==> src/rtl/fft_pkg.sv <==
// Shared types and width helpers for the post-FFT analysis path.
package fft_pkg;

  localparam int FFT_N  = 2048;
  localparam int ADC_W  = 12;
  localparam int CPLX_W = 16;

  typedef struct packed {
    logic signed [CPLX_W-1:0] re;
    logic signed [CPLX_W-1:0] im;
  } fft_cplx_t;

  function automatic int idx_width(input int n_points);
    return $clog2(n_points);
  endfunction

  function automatic int pow_width(input int dw);
    return 2 * dw + 1;
  endfunction

  function automatic int acc_width(input int dw, input int n_points);
    return pow_width(dw) + idx_width(n_points);
  endfunction

endpackage

==> src/rtl/cplx_pow.sv <==
// Two-stage re^2+im^2 pipeline with a sideband that travels alongside the data.
module cplx_pow #(
  parameter  int DW = 16,
  parameter  int SW = 1,
  localparam int PW = 2 * DW + 1
) (
  input  logic                 clk,
  input  logic                 rst,
  input  logic                 clr,
  input  logic                 in_valid,
  input  logic signed [DW-1:0] in_re,
  input  logic signed [DW-1:0] in_im,
  input  logic [SW-1:0]        in_side,
  output logic                 out_valid,
  output logic [PW-1:0]        out_pow,
  output logic [SW-1:0]        out_side
);

  logic signed [2*DW-1:0] re_x, im_x;
  logic signed [2*DW-1:0] rr_q, ii_q;
  logic                   v1_q;
  logic [SW-1:0]          side1_q;

  // Operands widened first so the squares are formed at full product width.
  assign re_x = (2 * DW)'(in_re);
  assign im_x = (2 * DW)'(in_im);

  always_ff @(posedge clk or negedge rst) begin
    if (!rst) begin
      v1_q      <= 1'b0;
      rr_q      <= '0;
      ii_q      <= '0;
      side1_q   <= '0;
      out_valid <= 1'b0;
      out_pow   <= '0;
      out_side  <= '0;
    end else if (clr) begin
      v1_q      <= 1'b0;
      out_valid <= 1'b0;
    end else begin
      v1_q      <= in_valid;
      out_valid <= v1_q;
      if (in_valid) begin
        rr_q    <= re_x * re_x;
        ii_q    <= im_x * im_x;
        side1_q <= in_side;
      end
      // Squares are non-negative, so zero-extension gives an exact unsigned sum.
      if (v1_q) begin
        out_pow  <= {1'b0, rr_q} + {1'b0, ii_q};
        out_side <= side1_q;
      end
    end
  end

endmodule

==> src/rtl/fft_bin_analyzer.sv <==
// Post-FFT stage: power stream, per-frame fundamental peak search and in-band power sum.
// s_valid/m_valid are qualify-only strobes: no ready exists, every valid cycle is consumed/presented.
module fft_bin_analyzer
  import fft_pkg::*;
#(
  parameter  int N_POINTS = FFT_N,
  parameter  int DW       = 16,
  parameter  int MIN_BIN  = 2,
  localparam int PW       = pow_width(DW),
  localparam int AW       = acc_width(DW, N_POINTS),
  localparam int IW       = idx_width(N_POINTS)
) (
  input  logic                 clk,
  input  logic                 rst,
  input  logic                 clr,
  input  logic                 s_valid,
  input  logic signed [DW-1:0] s_re,
  input  logic signed [DW-1:0] s_im,
  input  logic                 s_last,
  output logic                 m_valid,
  output logic [IW-1:0]        m_bin,
  output logic [PW-1:0]        m_pow,
  output logic                 frame_done,
  output logic [IW-1:0]        peak_bin,
  output logic [PW-1:0]        peak_pow,
  output logic signed [DW-1:0] peak_re,
  output logic signed [DW-1:0] peak_im,
  output logic [AW-1:0]        total_pow,
  output logic                 frame_err
);

  localparam logic [IW-1:0] LAST_IDX = IW'(N_POINTS - 1);
  localparam logic [IW-1:0] HALF_IDX = IW'(N_POINTS / 2);
  localparam logic [IW-1:0] MIN_IDX  = IW'(MIN_BIN);
  localparam int            SW       = 2 * DW + IW + 1;

  logic [IW-1:0] idx;
  logic          accept, at_end, close_in, err_in;

  assign accept   = s_valid && !clr;
  assign at_end   = (idx == LAST_IDX);
  assign close_in = s_last || at_end;
  // Either a premature s_last or a missing one at the final bin.
  assign err_in   = accept && (s_last != at_end);

  always_ff @(posedge clk or negedge rst) begin
    if (!rst) begin
      idx <= '0;
    end else if (clr) begin
      idx <= '0;
    end else if (accept) begin
      idx <= close_in ? '0 : idx + 1'b1;
    end
  end

  always_ff @(posedge clk or negedge rst) begin
    if (!rst) begin
      frame_err <= 1'b0;
    end else if (err_in) begin
      frame_err <= 1'b1;
    end
  end

  // Capture register: pairs each accepted bin with the counter value it arrived under.
  logic                 in_valid_q, in_last_q;
  logic [IW-1:0]        in_idx_q;
  logic signed [DW-1:0] in_re_q, in_im_q;

  always_ff @(posedge clk or negedge rst) begin
    if (!rst) begin
      in_valid_q <= 1'b0;
      in_last_q  <= 1'b0;
      in_idx_q   <= '0;
      in_re_q    <= '0;
      in_im_q    <= '0;
    end else begin
      in_valid_q <= accept;
      if (accept) begin
        in_last_q <= close_in;
        in_idx_q  <= idx;
        in_re_q   <= s_re;
        in_im_q   <= s_im;
      end
    end
  end

  logic [SW-1:0]        pipe_side;
  logic signed [DW-1:0] pipe_re, pipe_im;
  logic                 m_last;

  cplx_pow #(
    .DW(DW),
    .SW(SW)
  ) u_pow (
    .clk      (clk),
    .rst      (rst),
    .clr      (clr),
    .in_valid (in_valid_q),
    .in_re    (in_re_q),
    .in_im    (in_im_q),
    .in_side  ({in_re_q, in_im_q, in_idx_q, in_last_q}),
    .out_valid(m_valid),
    .out_pow  (m_pow),
    .out_side (pipe_side)
  );

  assign {pipe_re, pipe_im, m_bin, m_last} = pipe_side;

  logic [PW-1:0]        run_max, nxt_max;
  logic [IW-1:0]        run_bin, nxt_bin;
  logic signed [DW-1:0] run_re, run_im, nxt_re, nxt_im;
  logic [AW-1:0]        run_tot, nxt_tot;
  logic                 in_range, take;

  assign in_range = m_valid && (m_bin >= MIN_IDX) && (m_bin < HALF_IDX);
  // Strict compare: on a tie the earlier (lower) bin is kept.
  assign take     = in_range && (m_pow > run_max);

  always_comb begin
    nxt_max = run_max;
    nxt_bin = run_bin;
    nxt_re  = run_re;
    nxt_im  = run_im;
    nxt_tot = run_tot;
    if (in_range) begin
      nxt_tot = run_tot + AW'(m_pow);
    end
    if (take) begin
      nxt_max = m_pow;
      nxt_bin = m_bin;
      nxt_re  = pipe_re;
      nxt_im  = pipe_im;
    end
  end

  always_ff @(posedge clk or negedge rst) begin
    if (!rst) begin
      run_max    <= '0;
      run_bin    <= MIN_IDX;
      run_re     <= '0;
      run_im     <= '0;
      run_tot    <= '0;
      frame_done <= 1'b0;
      peak_bin   <= '0;
      peak_pow   <= '0;
      peak_re    <= '0;
      peak_im    <= '0;
      total_pow  <= '0;
    end else begin
      frame_done <= 1'b0;
      if (clr) begin
        run_max <= '0;
        run_bin <= MIN_IDX;
        run_re  <= '0;
        run_im  <= '0;
        run_tot <= '0;
      end else if (m_valid && m_last) begin
        // Publish including the closing bin's own contribution, then restart.
        peak_pow   <= nxt_max;
        peak_bin   <= nxt_bin;
        peak_re    <= nxt_re;
        peak_im    <= nxt_im;
        total_pow  <= nxt_tot;
        frame_done <= 1'b1;
        run_max    <= '0;
        run_bin    <= MIN_IDX;
        run_re     <= '0;
        run_im     <= '0;
        run_tot    <= '0;
      end else if (m_valid) begin
        run_max <= nxt_max;
        run_bin <= nxt_bin;
        run_re  <= nxt_re;
        run_im  <= nxt_im;
        run_tot <= nxt_tot;
      end
    end
  end

endmodule

==> config.mk <==
export PLATFORM = sky130hd
export DESIGN_NAME = fft_bin_analyzer
export DESIGN_NICKNAME = d
export VERILOG_FILES = /design/src/rtl/fft_pkg.sv /design/src/rtl/cplx_pow.sv /design/src/rtl/fft_bin_analyzer.sv
export SDC_FILE = /design/constraint.sdc
export NUM_CORES = 2
export LEC_CHECK = 0
export BUFFER_PORTS_ARGS = -buffer_cell sky130_fd_sc_hd__clkbuf_2
export CAP_MARGIN = 0
export CORE_AREA = 2 2 270 272
export DETAILED_ROUTE_END_ITERATION = 10
export DIE_AREA = 0 0 272 274
export PLACE_DENSITY = 0.77
export SETUP_SLACK_MARGIN = 0.15
export SYNTH_ARGS = -nofsm -noshare
export SYNTH_HDL_FRONTEND = slang
export SYNTH_SLANG_ARGS = --single-unit
==> constraint.sdc <==
create_clock -name clk -period 6.42 [get_ports clk]
set_input_delay 0.642 -clock clk [delete_from_list [all_inputs] [get_ports clk]]
set_output_delay 0.642 -clock clk [all_outputs]
set_load 0.02 [all_outputs]
==> flow_summary.json <==
{
  "route.final.wire_length_um": 97000,
  "synth_edf_count": 0,
  "buffer_ports.inserted": 203,
  "post_synthesis_to_final_layout_area_growth_pct": 11.9,
  "globalplace.congestion": 0.957,
  "synth_seq_area_share": 0.298,
  "layout.core_utilization": 0.629,
  "drtIter0Drc": 2142,
  "drc_errors": 0,
  "report.final.slew_viol_count": 0,
  "syn_area_um2": 40500,
  "global_route.overflow_total": 0,
  "yosysWarnings": 0,
  "max-slew-margin-rel": 0.258,
  "final-instance-count-excl-fill": 5504,
  "total_via_count_after_detailed_routing": 30344,
  "tightest_slew_ns": 1.11,
  "clk_latency_ns": 0.61,
  "antenna_violations_before_repair": 0,
  "cts_buffer_depth": 3,
  "chipWidth_um": 272,
  "worstPathRequired_ns": 6.91,
  "core_region_area_um2": 72000,
  "via_count_of_the_first_global_routing_pass": 31367,
  "synthesis.area_per_instance_um2": 9.41,
  "hpwl_um": 74000,
  "vias_per_cell": 5.51,
  "max_freq_ghz": 0.163,
  "crit_path_class": "reg2reg",
  "final_antenna_net_count": 0,
  "grt_first_pass_wirelength_um": 161000,
  "run_status": "completed",
  "clock-root-buffer": "clkbuf_16",
  "drv_cap": 0,
  "synth.net_count": 5082,
  "synth-seq-cells": 481,
  "worstPathMaxFanout": 7,
  "grt_start_max_net_pins": 197,
  "fin_skew_ns": 0.0131,
  "detailedRoute.firstPassIterationCount": 5,
  "nFillCells": 5760,
  "numCtsBuffers": 52,
  "cts_tree": "yes",
  "setup_total_negative_slack_ns": 0,
  "floorplan.rows": 99,
  "die-height_um": 274,
  "timing.critical_path.from_type": "flop",
  "layout_min_cycle_time_ns": 6.15,
  "cts_htree_levels": 2,
  "cts_num_sinks": 481,
  "timing.final.crit_share": 0.958,
  "synth_ff_type": "dfrtp_1",
  "final_nets": 5286,
  "clkTransAtPathRegs_ns": 0.06,
  "cts-hold-fix-buffers": 0,
  "hold_violations": 0,
  "final-setup-viol-count": 0,
  "dieArea_um2": 74500,
  "diodes": 0,
  "rsz0062_at_grt": "yes",
  "gate_count_post_synth": 4297,
  "gr-usage-all-layers": 0.268,
  "worst_hold_check_path_type": "in2async",
  "fraction_of_layout_instances_using_a_drive_strength_above_1": 0.124,
  "r2r_cells": 23,
  "netlist-cell-type-count": 75,
  "cp-end-kind": "flop",
  "synthArstFlopShare": 1.00,
  "data_arrival_time_of_the_critical_path_ns": 6.65,
  "routedWlPerCell_um": 17.6,
  "initial_utilization": 0.562,
  "place_inst": 5380,
  "io-pin-count": 204
}
==> cells by family after synthesis <==
logic type,count (synthesis),synth area share
simple gates,1179,0.124
buf+inv,903,0.0854
compound gates,754,0.122
fa+ha+maj,748,0.318
flops,481,0.298
xor+xnor,148,0.0320
mux,84,0.0208
==> state kept, by name (all words and copies together), names as in the netlist, 11 cells and up <==
signal and cells:
run_tot 44, total_pow 44, u_pow.out_side 44, u_pow.side1_q 44, peak_pow 33, run_max 33
u_pow.out_pow 33, u_pow.ii_q 30, u_pow.rr_q 30, in_im_q 16, in_re_q 16, peak_im 16
peak_re 16, run_im 16, run_re 16, idx 11, in_idx_q 11, peak_bin 11
run_bin 11
==> metal layers <==
metal	track usage	part of all wire	vias to the layer above	routed length [um]
met4	0.0915	0.034	0	3330
met1	0.356	0.42	15212	40900
met2	0.461	0.50	822	48100
met3	0.0276	0.048	182	4680
met5	0	0	-	0
li1	-	-	14128	-
==> area by class of cell <==
type	instances	area, um2	area share
flip-flops and latches	481	12100	0.266
inverters	714	2680	0.0592
well taps	959	1200	0.0265
clock buffers	67	1500	0.0331
multi-input cells	2913	25300	0.559
clock inverters	31	354	0.00782
repair buffers	339	2190	0.0483
==> worst max-delay path: stages (launching register included) <==
cell      delay [ns]
dfrtp_2         0.46
buf_4           0.19
nand2_2         0.09
inv_1           0.06
fa_1            0.53
inv_1           0.06
fa_1            0.46
fa_1            0.52
inv_1           0.05
fa_1            0.49
fa_1            0.49
inv_1           0.05
fa_1            0.48
inv_1           0.04
ha_1            0.29
nand4_1         0.10
a21o_1          0.18
o211a_1         0.27
nor3_4          0.22
a21oi_2         0.12
a311oi_2        0.39
o31ai_2         0.10
and3_1          0.19
o31ai_1         0.21
==> repair_timing <==
| action | CTS | global route |
|---|---|---|
| pin swaps | 5 | 35 |
| gates resized for setup | 19 | 79 |
| setup buffers | 5 | 21 |
| endpoints found under the setup margin | 10 | 19 |
| gates cloned | 0 | 0 |
==> layout by cell type, fill, tap and decap left out, types with 16 or more instances in the layout <==
cell,count
inv_1,702
nand4_1,21
o21a_1,23
fa_1,466
clkbuf_16,53
nand2b_1,16
a22o_1,107
clkbuf_2,202
dfrtp_1,459
xnor2_1,96
a21o_1,83
a21oi_1,112
and2_1,78
nand3_1,37
xor2_1,50
buf_4,119
ha_1,272
dfrtp_2,21
nand2_1,772
a31oi_1,29
o21ai_0,255
and3_1,27
mux2i_1,82
o21bai_1,18
nor2_1,134
nor3_1,26
==> worst paths after layout <==
check	endpoint	slack [ns]	from
max reg2reg	u_pow.rr_q[31]	0.27	in_re_q[9]
max in group asynchronous	in_im_q[13]	4.73	rst
max	u_pow.rr_q[31]	0.27	in_re_q[9]
min	total_pow[4]	0.14	rst
min reg2reg	u_pow.out_side[31]	0.47	u_pow.side1_q[31]
min in group clk	in_im_q[0]	0.23	s_im[0]
==> cell usage after synthesis, types with 15 or more instances <==
cell type  number  area share
a21o_1         84       0.016
a21oi_1       121       0.015
a22o_1        107       0.023
a31o_2         15      0.0032
a31oi_1        29      0.0045
and2_1         83       0.013
and3_1         29      0.0045
buf_4          15      0.0028
clkbuf_1      154       0.014
dfrtp_1       480        0.30
fa_1          469        0.23
ha_1          279       0.086
inv_1         709       0.066
mux2i_1        82       0.020
nand2_1       780       0.072
nand2b_1       18      0.0028
nand3_1        37      0.0046
nand4_1        21      0.0032
nor2_1        141       0.013
nor3_1         28      0.0035
o21a_1         23      0.0043
o21ai_0       260       0.032
o21bai_1       18      0.0033
o31ai_1        16      0.0030
xnor2_1        98       0.021
xor2_1         50       0.011
==> through the flow <==
step	area (um2)	setup slack, ns	hold WS, ns
2_1_floorplan	40500	0.178	0.346
3_3_place_gp	42900	0.127	0.437
5_1_grt	45300	0.0615	0.204
3_5_place_dp	42900	-0.000524	0.452
4_1_cts	44800	0.0501	0.154
6_report	45300	0.268	0.138
Power is left out: the tool's default activity adds up to more than one toggle a clock period on the data nets, which glitch-free logic cannot reach.
